<file path="src/rtl/demux_pkg.sv">
// demux_pkg: shared constants, select type and one-hot decode for the 1-to-4 stream demux.
package demux_pkg;
    localparam int NUM_CH = 4;
    localparam int SEL_W  = 2;

    typedef logic [SEL_W-1:0] sel_t;

    function automatic logic [NUM_CH-1:0] onehot(input sel_t s);
        return NUM_CH'(1) << s;
    endfunction
endpackage

</file>
<file path="src/rtl/demux_slot.sv">
// demux_slot: one-entry registered output slot with valid/ready handshake.
module demux_slot #(
    parameter int DATA_W = 8
) (
    input  logic              clk,
    input  logic              rst_n,
    input  logic              flush,
    input  logic              fill,
    input  logic [DATA_W-1:0] fill_data,
    input  logic              ready,
    output logic              valid,
    output logic [DATA_W-1:0] data,
    output logic              can_fill
);
    assign can_fill = !valid || ready;

    // fill beats drain so a simultaneous fill/drain keeps valid high at full rate
    always_ff @(posedge clk) begin
        if (!rst_n) begin
            valid <= 1'b0;
            data  <= '0;
        end else if (flush) begin
            valid <= 1'b0;
        end else if (fill) begin
            valid <= 1'b1;
            data  <= fill_data;
        end else if (ready) begin
            valid <= 1'b0;
        end
    end
endmodule

</file>
<file path="src/rtl/demux4_stream.sv">
// demux4_stream: routes each accepted word to one of four independently backpressured slots.
module demux4_stream
    import demux_pkg::*;
#(
    parameter int DATA_W = 8
) (
    input  logic                          clk,
    input  logic                          rst_n,
    input  logic                          in_valid,
    output logic                          in_ready,
    input  logic [DATA_W-1:0]             in_data,
    input  logic [SEL_W-1:0]              in_sel,
    input  logic                          flush,
    output logic [NUM_CH-1:0]             out_valid,
    input  logic [NUM_CH-1:0]             out_ready,
    output logic [NUM_CH-1:0][DATA_W-1:0] out_data,
    output logic                          busy
);
    logic [NUM_CH-1:0] hot;
    logic [NUM_CH-1:0] can_fill;

    assign hot      = onehot(sel_t'(in_sel));
    assign in_ready = !flush && can_fill[in_sel];
    assign busy     = |out_valid;

    for (genvar g = 0; g < NUM_CH; g++) begin : g_slot
        demux_slot #(.DATA_W(DATA_W)) u_slot (
            .clk      (clk),
            .rst_n    (rst_n),
            .flush    (flush),
            .fill     (in_valid && in_ready && hot[g]),
            .fill_data(in_data),
            .ready    (out_ready[g]),
            .valid    (out_valid[g]),
            .data     (out_data[g]),
            .can_fill (can_fill[g])
        );
    end
endmodule

</file>
<file path="config.mk">
export PLATFORM = sky130hd
export DESIGN_NAME = demux4_stream
export DESIGN_NICKNAME = d
export VERILOG_FILES = /design/src/rtl/demux_pkg.sv /design/src/rtl/demux_slot.sv /design/src/rtl/demux4_stream.sv
export SDC_FILE = /design/constraint.sdc
export NUM_CORES = 1
export LEC_CHECK = 0
export ABC_CLOCK_PERIOD_IN_PS = 2100
export BUFFER_PORTS_ARGS = -buffer_cell sky130_fd_sc_hd__buf_2
export CAP_MARGIN = 20
export CELL_PAD_IN_SITES_DETAIL_PLACEMENT = 0
export CELL_PAD_IN_SITES_GLOBAL_PLACEMENT = 1
export CORE_MARGIN = 3
export CORE_UTILIZATION = 38
export DETAILED_ROUTE_END_ITERATION = 12
export PLACE_DENSITY = 0.82
export SETUP_SLACK_MARGIN = 0.2
export SLEW_MARGIN = 40
export SYNTH_ARGS = -nofsm -noshare
export SYNTH_HDL_FRONTEND = slang
export SYNTH_SLANG_ARGS = --single-unit
export TNS_END_PERCENT = 20
</file>
<file path="constraint.sdc">
create_clock -name clk -period 2.1 [get_ports clk]
set_input_delay 0.105 -clock clk [delete_from_list [all_inputs] [get_ports clk]]
set_output_delay 0.105 -clock clk [all_outputs]
set_load 0.01 [all_outputs]
</file>
==> Word-level counts from Yosys, hierarchy flattened <==
Cells that the tools add are included.
{ "totals": {"input_bits": 18, "elab_cells": 47, "output_inout_bits": 38, "regBits": 36} }
{ "op_classes": {"n_lt_le_gt_ge": 1, "n_reduce_logical": 25, "muxes": 10, "shifts": 1, "n_bitwise": 2} }
{ "op_table": {"columns": ["op", "count"], "rows": [
  ["$mux W1", 9],
  ["$reduce_and A2 Y1", 4],
  ["$reduce_bool A2 Y1", 4],
  ["$logic_and A1 B1 Y1", 6],
  ["$logic_not A1 Y1", 5],
  ["$logic_or A1 B1 Y1", 4],
  ["$reduce_or A4 Y1", 1],
  ["$shl A1 B2 Y4 const A", 1],
  ["$lt A2 B3 Y1 const B", 1],
  ["$bmux W1 S2", 1],
  ["$not A1 Y1", 2],
  ["$reduce_or A2 Y1", 1]
]} }

==> Longest topological paths before layout <==
Gate-level depths: netlist of the first run.
{ "logic_depth": {"word_depth": 8, "ltp_mapped": 4} }

==> Cells and area by module <==
A second synthesis of the first run with hierarchy kept.
{ "hier_totals": {"cells_unflattened": 175, "hier_area_um2": 1661.6} }
{ "modules_own_cells": {"columns": ["mod", "area_each_um2", "cells_per_inst", "instances"], "rows": [
  ["demux_slot", 392.9, 41, 4],
  ["demux4_stream", 90.1, 11, 1]
]} }

==> Worst setup path before layout of the first run <==
No wires, ideal clock.
{ "synth_timing": {"kind": "register to register", "startpoint": "reg g_slot[1].u_slot.valid", "endpoint": "reg g_slot[1].u_slot.data[0]", "setup_ps": 72, "synth_period_minus_slack_ps": 1080, "arrival_ps": 1009, "required_ps": 2028, "path_slack_ps": 1020, "stages_incl_launch_ff": 5, "path_cell_list": "dfxtp_1 -> nor2b_4 -> nor4b_4 -> buf_6 -> mux2i_1"} }
{ "synth_via": {"elab_chain_cells": 8} }
{ "synth_rtl": {"columns": ["item", "line_no", "source"], "rows": [
  ["from (decl)", "demux_slot.sv:11", "output logic valid,"],
  ["from (signal assigned)", "demux_slot.sv:20", "valid <= 1'b0;"],
  ["from (signal assigned)", "demux_slot.sv:23", "valid <= 1'b0;"],
  ["from (signal assigned)", "demux_slot.sv:25", "valid <= 1'b1;"],
  ["$logic_not A1 Y1", "demux_slot.sv:15", "assign can_fill = !valid || ready;"],
  ["$logic_or A1 B1 Y1", "demux_slot.sv:15", null],
  ["$bmux W1 S2", "demux4_stream.sv:23", "assign in_ready = !flush && can_fill[in_sel];"],
  ["$mux W1 (implied by the code)", "demux4_stream.sv:23", null],
  ["$logic_and A1 B1 Y1", "demux4_stream.sv:23", null],
  ["$logic_and A1 B1 Y1 (2 in series)", "demux4_stream.sv:31", ".fill (in_valid && in_ready && hot[g]),"],
  ["$reduce_and A2 Y1 (no source line)", null, null],
  ["to (signal assigned)", "demux_slot.sv:26", "data <= fill_data;"],
  ["to (decl)", "demux_slot.sv:12", "output logic [DATA_W-1:0] data,"]
]} }
No other way between the ends. The select of a mux whose other input is x is not followed.
A chain may end at the register's enable or synchronous reset.

==> Final worst setup path of the first run <==
Same ends and word-level chain as after synthesis.

==> flow_summary.rst, run 1 <==
.. list-table::
   :header-rows: 1

   * - Metric
     - Value
   * - Cell Area, Synth
     - 1465 um^2
   * - Run status
     - finished, final reports clean
   * - Class of the most critical setup path
     - flip-flop to flip-flop
   * - Max_cap viols
     - 0
   * - Delay of the slowest critical-path stage
     - 670 ps
   * - Pin count of the biggest net entering global routing
     - 42
   * - Fill cell instance count of the final layout
     - 344
   * - Beginning of the worst hold path
     - in_data[1]
   * - Destination of the worst register-to-register timing path
     - g_slot[1].u_slot.data[0]
   * - Number of nets in the synthesized netlist
     - 159
   * - Total GRT Usage
     - 15.41%
   * - Kind of launch point of the worst setup path
     - flip-flop
   * - Fraction of final layout cells sized beyond drive strength 1
     - 36.60%
   * - Proportion of synthesized flip-flops having asynchronous set or reset
     - 0%
   * - Slack of the worst reg-to-reg path
     - 620 ps
   * - Leading cell type by number of instances after synthesis
     - nand2_1
   * - Final worst-path cycle share
     - 70.45%
   * - Number of antenna violations at the first check in global routing
     - 0
   * - Unrepaired setup endpoints after global routing
     - false
   * - Initial core utilization
     - 41.61%
   * - Final critical-path required period
     - 1479 ps
   * - Detailed-router iteration count before antenna repair
     - 4
   * - DRC violation count after routing
     - 0
   * - Number of cells traversed by the worst hold path
     - 3
   * - Top-level port count
     - 56
   * - Post-synth top area share
     - 49.19%
   * - Die area
     - 4637 um^2
   * - Routed wire per std cell
     - 13.70 um
   * - Final GP Congestion
     - 0.7039
   * - Reported leakage power
     - 0.9431 nW
   * - Leading area contributor after synthesis
     - dfxtp_1
   * - Worst-path cell chain
     - nor2b_4, nor4b_4, mux2i_1
   * - Overflow left after global routing
     - 0
   * - Depth of the worst register-to-register path
     - 3
   * - Setup violators final
     - 0
   * - Antenna-violating nets left
     - 0
   * - Post-synth EDFFs
     - 0
   * - Post-CTS resize count
     - 0
   * - Count of input and output buffers
     - 55
   * - ANT cells
     - 0
   * - Count of unique library cells instantiated by Yosys
     - 24
   * - YS warnings
     - 0
   * - Total power of the final layout
     - 1.482 mW
   * - Number of H-tree levels
     - 2
   * - Top cell types by occurrence after synthesis
     - nand2_1 (40), dfxtp_1 (36), mux2i_1 (32), buf_4 (5)
   * - Avg Inst Size Synth
     - 10.39 um^2
   * - Total Wirelength
     - 3.288 mm
   * - Row count
     - 21
   * - Global-route wire length before repair
     - 5.181 mm
   * - Number of global-route vias before repair
     - 1112
   * - TritonCTS Sinks
     - 36
   * - Power density of the placed cells
     - 800.5 nW/um^2
   * - Top FF cell, synth
     - dfxtp_1
   * - Horizontal die dimension
     - 68.10 um
   * - CTS tree
     - done
   * - Clk buf depth
     - 2
   * - Worst Hold Path EP
     - g_slot[2].u_slot.data[1]
   * - Starting DRT DRC Count
     - 46
   * - Crit. End Element
     - flip-flop
   * - Clock buffers created by TritonCTS
     - 5
   * - Maximum clock rate
     - 675.9 MHz
   * - Die height
     - 68.10 um
   * - Max Fanout on Critical Path
     - 9
   * - Post-synthesis sequential element count
     - 36
   * - DR vias/cell
     - 4.892
   * - Class of the worst hold path
     - primary input to flip-flop
   * - Total vias in the final route
     - 1174
   * - Net count, final
     - 211
   * - Core Region
     - 3521 um^2
   * - Slowest CP cell
     - nor4b_4
   * - Setup TNS Final
     - 0 ps
   * - Arrival time at the worst endpoint
     - 1700 ps
   * - Sequential area share after synthesis
     - 49.19%
   * - Final Hold Fails
     - 0
   * - Maximum clock skew at final layout
     - 2.818 ps
   * - Worst-Skew Late Latency
     - 290 ps
   * - Highest ir drop seen on vdd
     - 0.0003281 V
   * - Data required time of the critical path
     - 2320 ps
   * - Library cell used as clock root buffer
     - clkbuf_8
   * - Max-slew violation total from the final report
     - 0
   * - Slew at the pin with the worst max-slew slack
     - 740.8 ps
   * - Post-CTS setup buffer count
     - 0
   * - Hold-fix buffers at CTS
     - 0
   * - Placed wire-length estimate
     - 2.392 mm
   * - P&R area growth vs syn
     - 26.39%
   * - Worst setup startpoint
     - g_slot[1].u_slot.valid
   * - Slew margin rel.
     - 50.41%
   * - R2R Path Start
     - g_slot[1].u_slot.valid
   * - Mapped Cells
     - 141
   * - Hold Slack
     - 135.7 ps
   * - Leading post-synthesis cells by cell area
     - dfxtp_1 (49%), mux2i_1 (22%), nand2_1 (10%)
   * - Clock input transition at the sequential cells of the worst setup and hold paths
     - 70 ps
[per-layer routing]
layer	global-route usage (%)	wire length, um	vias up	share of wire (%)
li1	-	-	575	-
met1	18.89	1525	549	46
met2	23.95	1453	42	44
met3	6.404	259	8	7.9
met4	5.955	50	0	1.5
met5	0	0	-	0
[state kept, by name (all words and copies together) (netlist names)]
name	cells
g_slot.u_slot.data	32
g_slot.u_slot.valid	4
[worst max path at each step]
stage | to | slack (ps) | cells after the start
6_report | g_slot[1].u_slot.data[0] | 620 | 3
5_1_grt | g_slot[3].u_slot.valid | 460 | 3
3_3_place_gp | g_slot[3].u_slot.data[7] | 650 | 4
3_5_place_dp | g_slot[1].u_slot.data[6] | 620 | 3
4_1_cts | g_slot[1].u_slot.data[5] | 610 | 3
2_1_floorplan | g_slot[1].u_slot.data[0] | 1020 | 4
[critical path: cells and delay by family (launching register included)]
| kind | cells | cell delay (ps) |
|---|---|---|
| mux | 1 | 260 |
| flops | 1 | 330 |
| simple gates | 2 | 810 |
[cells in the final DEF, fill, tap and decap left out, drive strengths merged]
cell	count
buf	57
nand2	40
dfxtp	36
mux2i	32
clkbuf	7
nand2b	4
a21oi	3
nor2b	2
o21ba	2
nand3b	1
o211ai	1
nor3b	1
a211o	1
or4	1
and2b	1
nand4	1
nor4	1
nand4b	1
nor4b	1
bufinv	1
[cell families (layout without fill, tap and decap cells)]
kind of cell           after synthesis  in the layout  share of synthesized area, %
and+or+nand+nor                     54             54                         19.39
DFF                                 36             36                         49.19
muxes                               32             32                         21.86
AOI/OAI and AO/OA                    7              7                         3.587
buffers and inverters               12             65                         5.978
[report_power, final]
| group | total [mW] | internal, mW | switching [mW] | leakage, nW |
|---|---|---|---|---|
| clock network | 0.669 | 0.419 | 0.250 | 0.0645 |
| logic | 0.109 | 0.0468 | 0.0625 | 0.587 |
| registers | 0.704 | 0.697 | 0.00734 | 0.291 |
| total | 1.48 | 1.16 | 0.320 | 0.943 |
[per-stage QoR]
stage | instances | utilization (%) | setup slack [ps] | cell area [um^2]
after floorplan | 141 | - | 1020 | 1465
after global routing | 240 | 52.59 | 456.8 | 1852
after CTS | 240 | 52.59 | 609.0 | 1852
after global placement | 232 | 49.00 | 654.8 | 1725
final | 240 | 52.59 | 620.5 | 1852
after detailed placement | 232 | 49.00 | 622.2 | 1725
[layout make-up]
type                    instances  area [um^2]  area share, %
flip-flops and latches         36        720.7          38.92
multi-input cells              93        656.9          35.47
repair buffers                 57        290.3          15.68
clock buffers                   7        96.34          5.203
well taps                      46        57.56          3.108
clock inverters                 1        30.03          1.622
(Power assumes the default switching activity.)
==> run 2: changes to the inputs <==
ABC_CLOCK_PERIOD_IN_PS = 1400   (was 2100)
CORE_UTILIZATION = 35   (was 38)
PLACE_DENSITY = 0.77   (was 0.82)
clock period = 1.4 ns   (was 2.1 ns; I/O delays follow)
==> run 2 against run 1 <==
Effect of this change: clock skew rose by 4.0 ps; highest routed layer unchanged; sequential power rose by 51%; die area rose by 7.8%; final area rose by 2.5%; power rose by 30%; routed wire length rose by 8.2%; critical endpoint is now in_ready; count of clock-buffer cells in the layout fell by 1; non-clock buffer count rose by 6; clock power rose by 2%; core utilization fell by 3.3 points; combinational power rose by 69%.
==> flow_summary.rst, run 2 (synthesized netlist as in run 1, its figures left out) <==
.. list-table::
   :header-rows: 1

   * - Metric
     - Value
   * - Clk buf depth
     - 2 (unchanged)
   * - Pin count of the biggest net entering global routing
     - 41 (-2.4%)
   * - Portion of total power attributed to combinational logic
     - 9.6% (+2.2 points)
   * - Placed inst area
     - 1778 um^2 (+3.0%)
   * - Slack of the worst reg-to-reg path
     - 180 ps (-440 ps)
   * - Register name with the most flops
     - g_slot.u_slot.data
   * - Run status
     - finished, final reports clean
   * - Maximum clock rate
     - 723.8 MHz
   * - Max_cap viols
     - 0 (unchanged)
   * - Clock buffers created by TritonCTS
     - 5 (unchanged)
   * - Fraction of final layout cells sized beyond drive strength 1
     - 40.20% (+3.6 points)
   * - Final critical-path required period
     - 1382 ps
   * - DRC violation count after routing
     - 0 (unchanged)
   * - P&R area growth vs syn
     - 29.55%
   * - Count of input and output buffers
     - 55 (unchanged)
   * - Overflow left after global routing
     - 0 (unchanged)
   * - R2R Path Start
     - g_slot[1].u_slot.valid
   * - Commonest non-fill, non-tap cells in the layout
     - buf_2 (55), nand2_1 (40), dfxtp_1 (33)
   * - Clock network power share
     - 35.5% (-9.6 points)
   * - Max Fanout on Critical Path
     - 3 (-6)
   * - Worst-Skew Late Latency
     - 280 ps (about the same)
   * - Top flop regs
     - g_slot.u_slot.data (32), g_slot.u_slot.valid (4)
   * - Unrepaired setup endpoints after global routing
     - true
   * - Final Hold Fails
     - 0 (unchanged)
   * - Core Region
     - 3854 um^2 (+9.5%)
   * - Final worst-path cycle share
     - 98.68%
   * - Clock input transition at the sequential cells of the worst setup and hold paths
     - 70 ps (about the same)
   * - Int Power
     - 1.467 mW (+26%)
   * - ANT cells
     - 0 (unchanged)
   * - Kind of launch point of the worst setup path
     - flip-flop
   * - Top-level port count
     - 56 (unchanged)
   * - Number of H-tree levels
     - 2 (unchanged)
   * - Number of cells traversed by the worst hold path
     - 3 (unchanged)
   * - Maximum clock skew at final layout
     - 6.825 ps (+4.007 ps)
   * - Net count, final
     - 217 (+2.8%)
   * - CTS tree
     - done
   * - Crit. End Element
     - primary output
   * - Worst Hold Path EP
     - g_slot[3].u_slot.valid
   * - Class of the most critical setup path
     - flip-flop to primary output
   * - Row count
     - 22 (+4.8%)
   * - Storage cell area
     - 724.4 um^2 (+0.52%)
   * - Total Wirelength
     - 3.557 mm (+8.2%)
   * - Final GP Congestion
     - 0.8095 (+15%)
   * - Die area
     - 4998 um^2 (+7.8%)
   * - Max-slew violation total from the final report
     - 0 (unchanged)
   * - Fill cell instance count of the final layout
     - 389 (+13%)
   * - Number of flip-flops under the largest register name
     - 32 (unchanged)
   * - Hold Slack
     - 94.78 ps (-40.89 ps)
   * - Global-route wire length before repair
     - 5.706 mm (+10%)
   * - Arrival time at the worst endpoint
     - 1310 ps (-390 ps)
   * - Finished Cell Area
     - 1898 um^2 (+2.5%)
   * - TritonCTS Sinks
     - 36 (unchanged)
   * - Setup violators final
     - 0 (unchanged)
   * - Initial core utilization
     - 38.02% (-3.6 points)
   * - Die height
     - 70.70 um (+3.8%)
   * - Multi-input combinational cell area
     - 676.9 um^2 (+3.0%)
   * - Starting DRT DRC Count
     - 56 (+22%)
   * - Destination of the worst register-to-register timing path
     - g_slot[1].u_slot.data[0]
   * - Number of antenna violations at the first check in global routing
     - 0 (unchanged)
   * - Number of global-route vias before repair
     - 1116 (+0.36%)
   * - Finished Core Util
     - 49.25% (-3.3 points)
   * - Most common cell after layout, fill and taps aside
     - buf_2
   * - Placed wire-length estimate
     - 2.571 mm (+7.5%)
   * - Total power of the final layout
     - 1.923 mW (+30%)
   * - Slew margin rel.
     - 79.83% (+29 points)
   * - Antenna-violating nets left
     - 0 (unchanged)
   * - Switching power as a share of total power
     - 23.74% (+2.2 points)
   * - DR vias/cell
     - 4.737 (-3.2%)
   * - Library cell used as clock root buffer
     - clkbuf_8
   * - Slew at the pin with the worst max-slew slack
     - 301.3 ps (-439.4 ps)
   * - Total vias in the final route
     - 1170 (-0.34%)
   * - Beginning of the worst hold path
     - out_ready[3]
   * - Total GRT Usage
     - 14.87% (-0.55 points)
   * - Final cell count without fillers
     - 247 (+2.9%)
   * - Part of the total power dissipated in sequential elements
     - 55.0% (+7.5 points)
   * - Switch Pwr
     - 0.4567 mW (+43%)
   * - Class of the worst hold path
     - primary input to flip-flop
   * - Reported leakage power
     - 0.9561 nW (+1.4%)
   * - Highest ir drop seen on vdd
     - 0.0006015 V (+83%)
   * - Routed wire per std cell
     - 14.40 um (+5.1%)
   * - Power density of the placed cells
     - 1013 nW/um^2 (+27%)
   * - Data required time of the critical path
     - 1330 ps (-990 ps)
   * - Hold-fix buffers at CTS
     - 0 (unchanged)
   * - Detailed-router iteration count before antenna repair
     - 4 (unchanged)
   * - Horizontal die dimension
     - 70.70 um (+3.8%)
   * - Depth of the worst register-to-register path
     - 4 (+1)
   * - Number of cells after detailed placement
     - 239 (+3.0%)
==> run 2: critical path, cell delays in order, from the launching register on <==
cell and delay, ps:
dfxtp_2 330, nor2b_4 130, a211o_2 300, a21oi_2 130, buf_2 130
==> run 2: routing by layer <==
layer | global-route usage, % | up-vias | part of all wire (%)
li1 | - | 583 | -
met1 | 19.32 | 540 | 44
met2 | 21.63 | 40 | 46
met3 | 4.972 | 7 | 8.1
met4 | 8.142 | 0 | 2.0
met5 | 0 | - | 0
==> run 2: area by class of cell <==
class | instances | share of cell area (%)
clock buffer | 6 | 3.823
clock inverter | 1 | 0.2637
multi-input combinational | 93 | 35.66
sequential | 36 | 38.17
tap | 48 | 3.164
timing repair buffer | 63 | 18.92
==> run 2: how the worst max path moves through the flow <==
stage / slack [ps] / to / from / cells after the start
2_1_floorplan: 320 / g_slot[1].u_slot.data[0] / g_slot[1].u_slot.valid / 4
3_3_place_gp: 210 / g_slot[1].u_slot.data[7] / g_slot[1].u_slot.valid / 4
3_5_place_dp: 160 / g_slot[1].u_slot.data[0] / g_slot[1].u_slot.valid / 4
4_1_cts: 10 / in_ready / g_slot[0].u_slot.valid / 4
5_1_grt: -30 / in_ready / g_slot[1].u_slot.valid / 4
6_report: 20 / in_ready / g_slot[1].u_slot.valid / 4
==> run 2: repair_timing <==
item | CTS | global route
setup endpoints to repair | 18 | 20
cloned | 1 | 0
setup buffers | 0 | 0
pin swaps | 3 | 3
endpoints found under the hold margin | 0 | 0
gates resized for setup | 4 | 8
==> run 2: stage by stage <==
step                worst slack (ps)  TNS [ps]
floorplan                      319.5         0
global placement               210.1         0
detailed placement             156.3         0
CTS                            14.25         0
global route                  -34.02    -34.02
finish                         18.48         0
==> run 2: power groups by stage <==
stage,combinational (mW),sequential [mW],clock [mW]
2_1_floorplan,0.0881,1.09,0
3_3_place_gp,0.174,1.08,0
3_5_place_dp,0.177,1.08,0
4_1_cts,0.182,1.06,0.699
5_1_grt,0.201,1.06,0.750
6_report,0.184,1.06,0.682
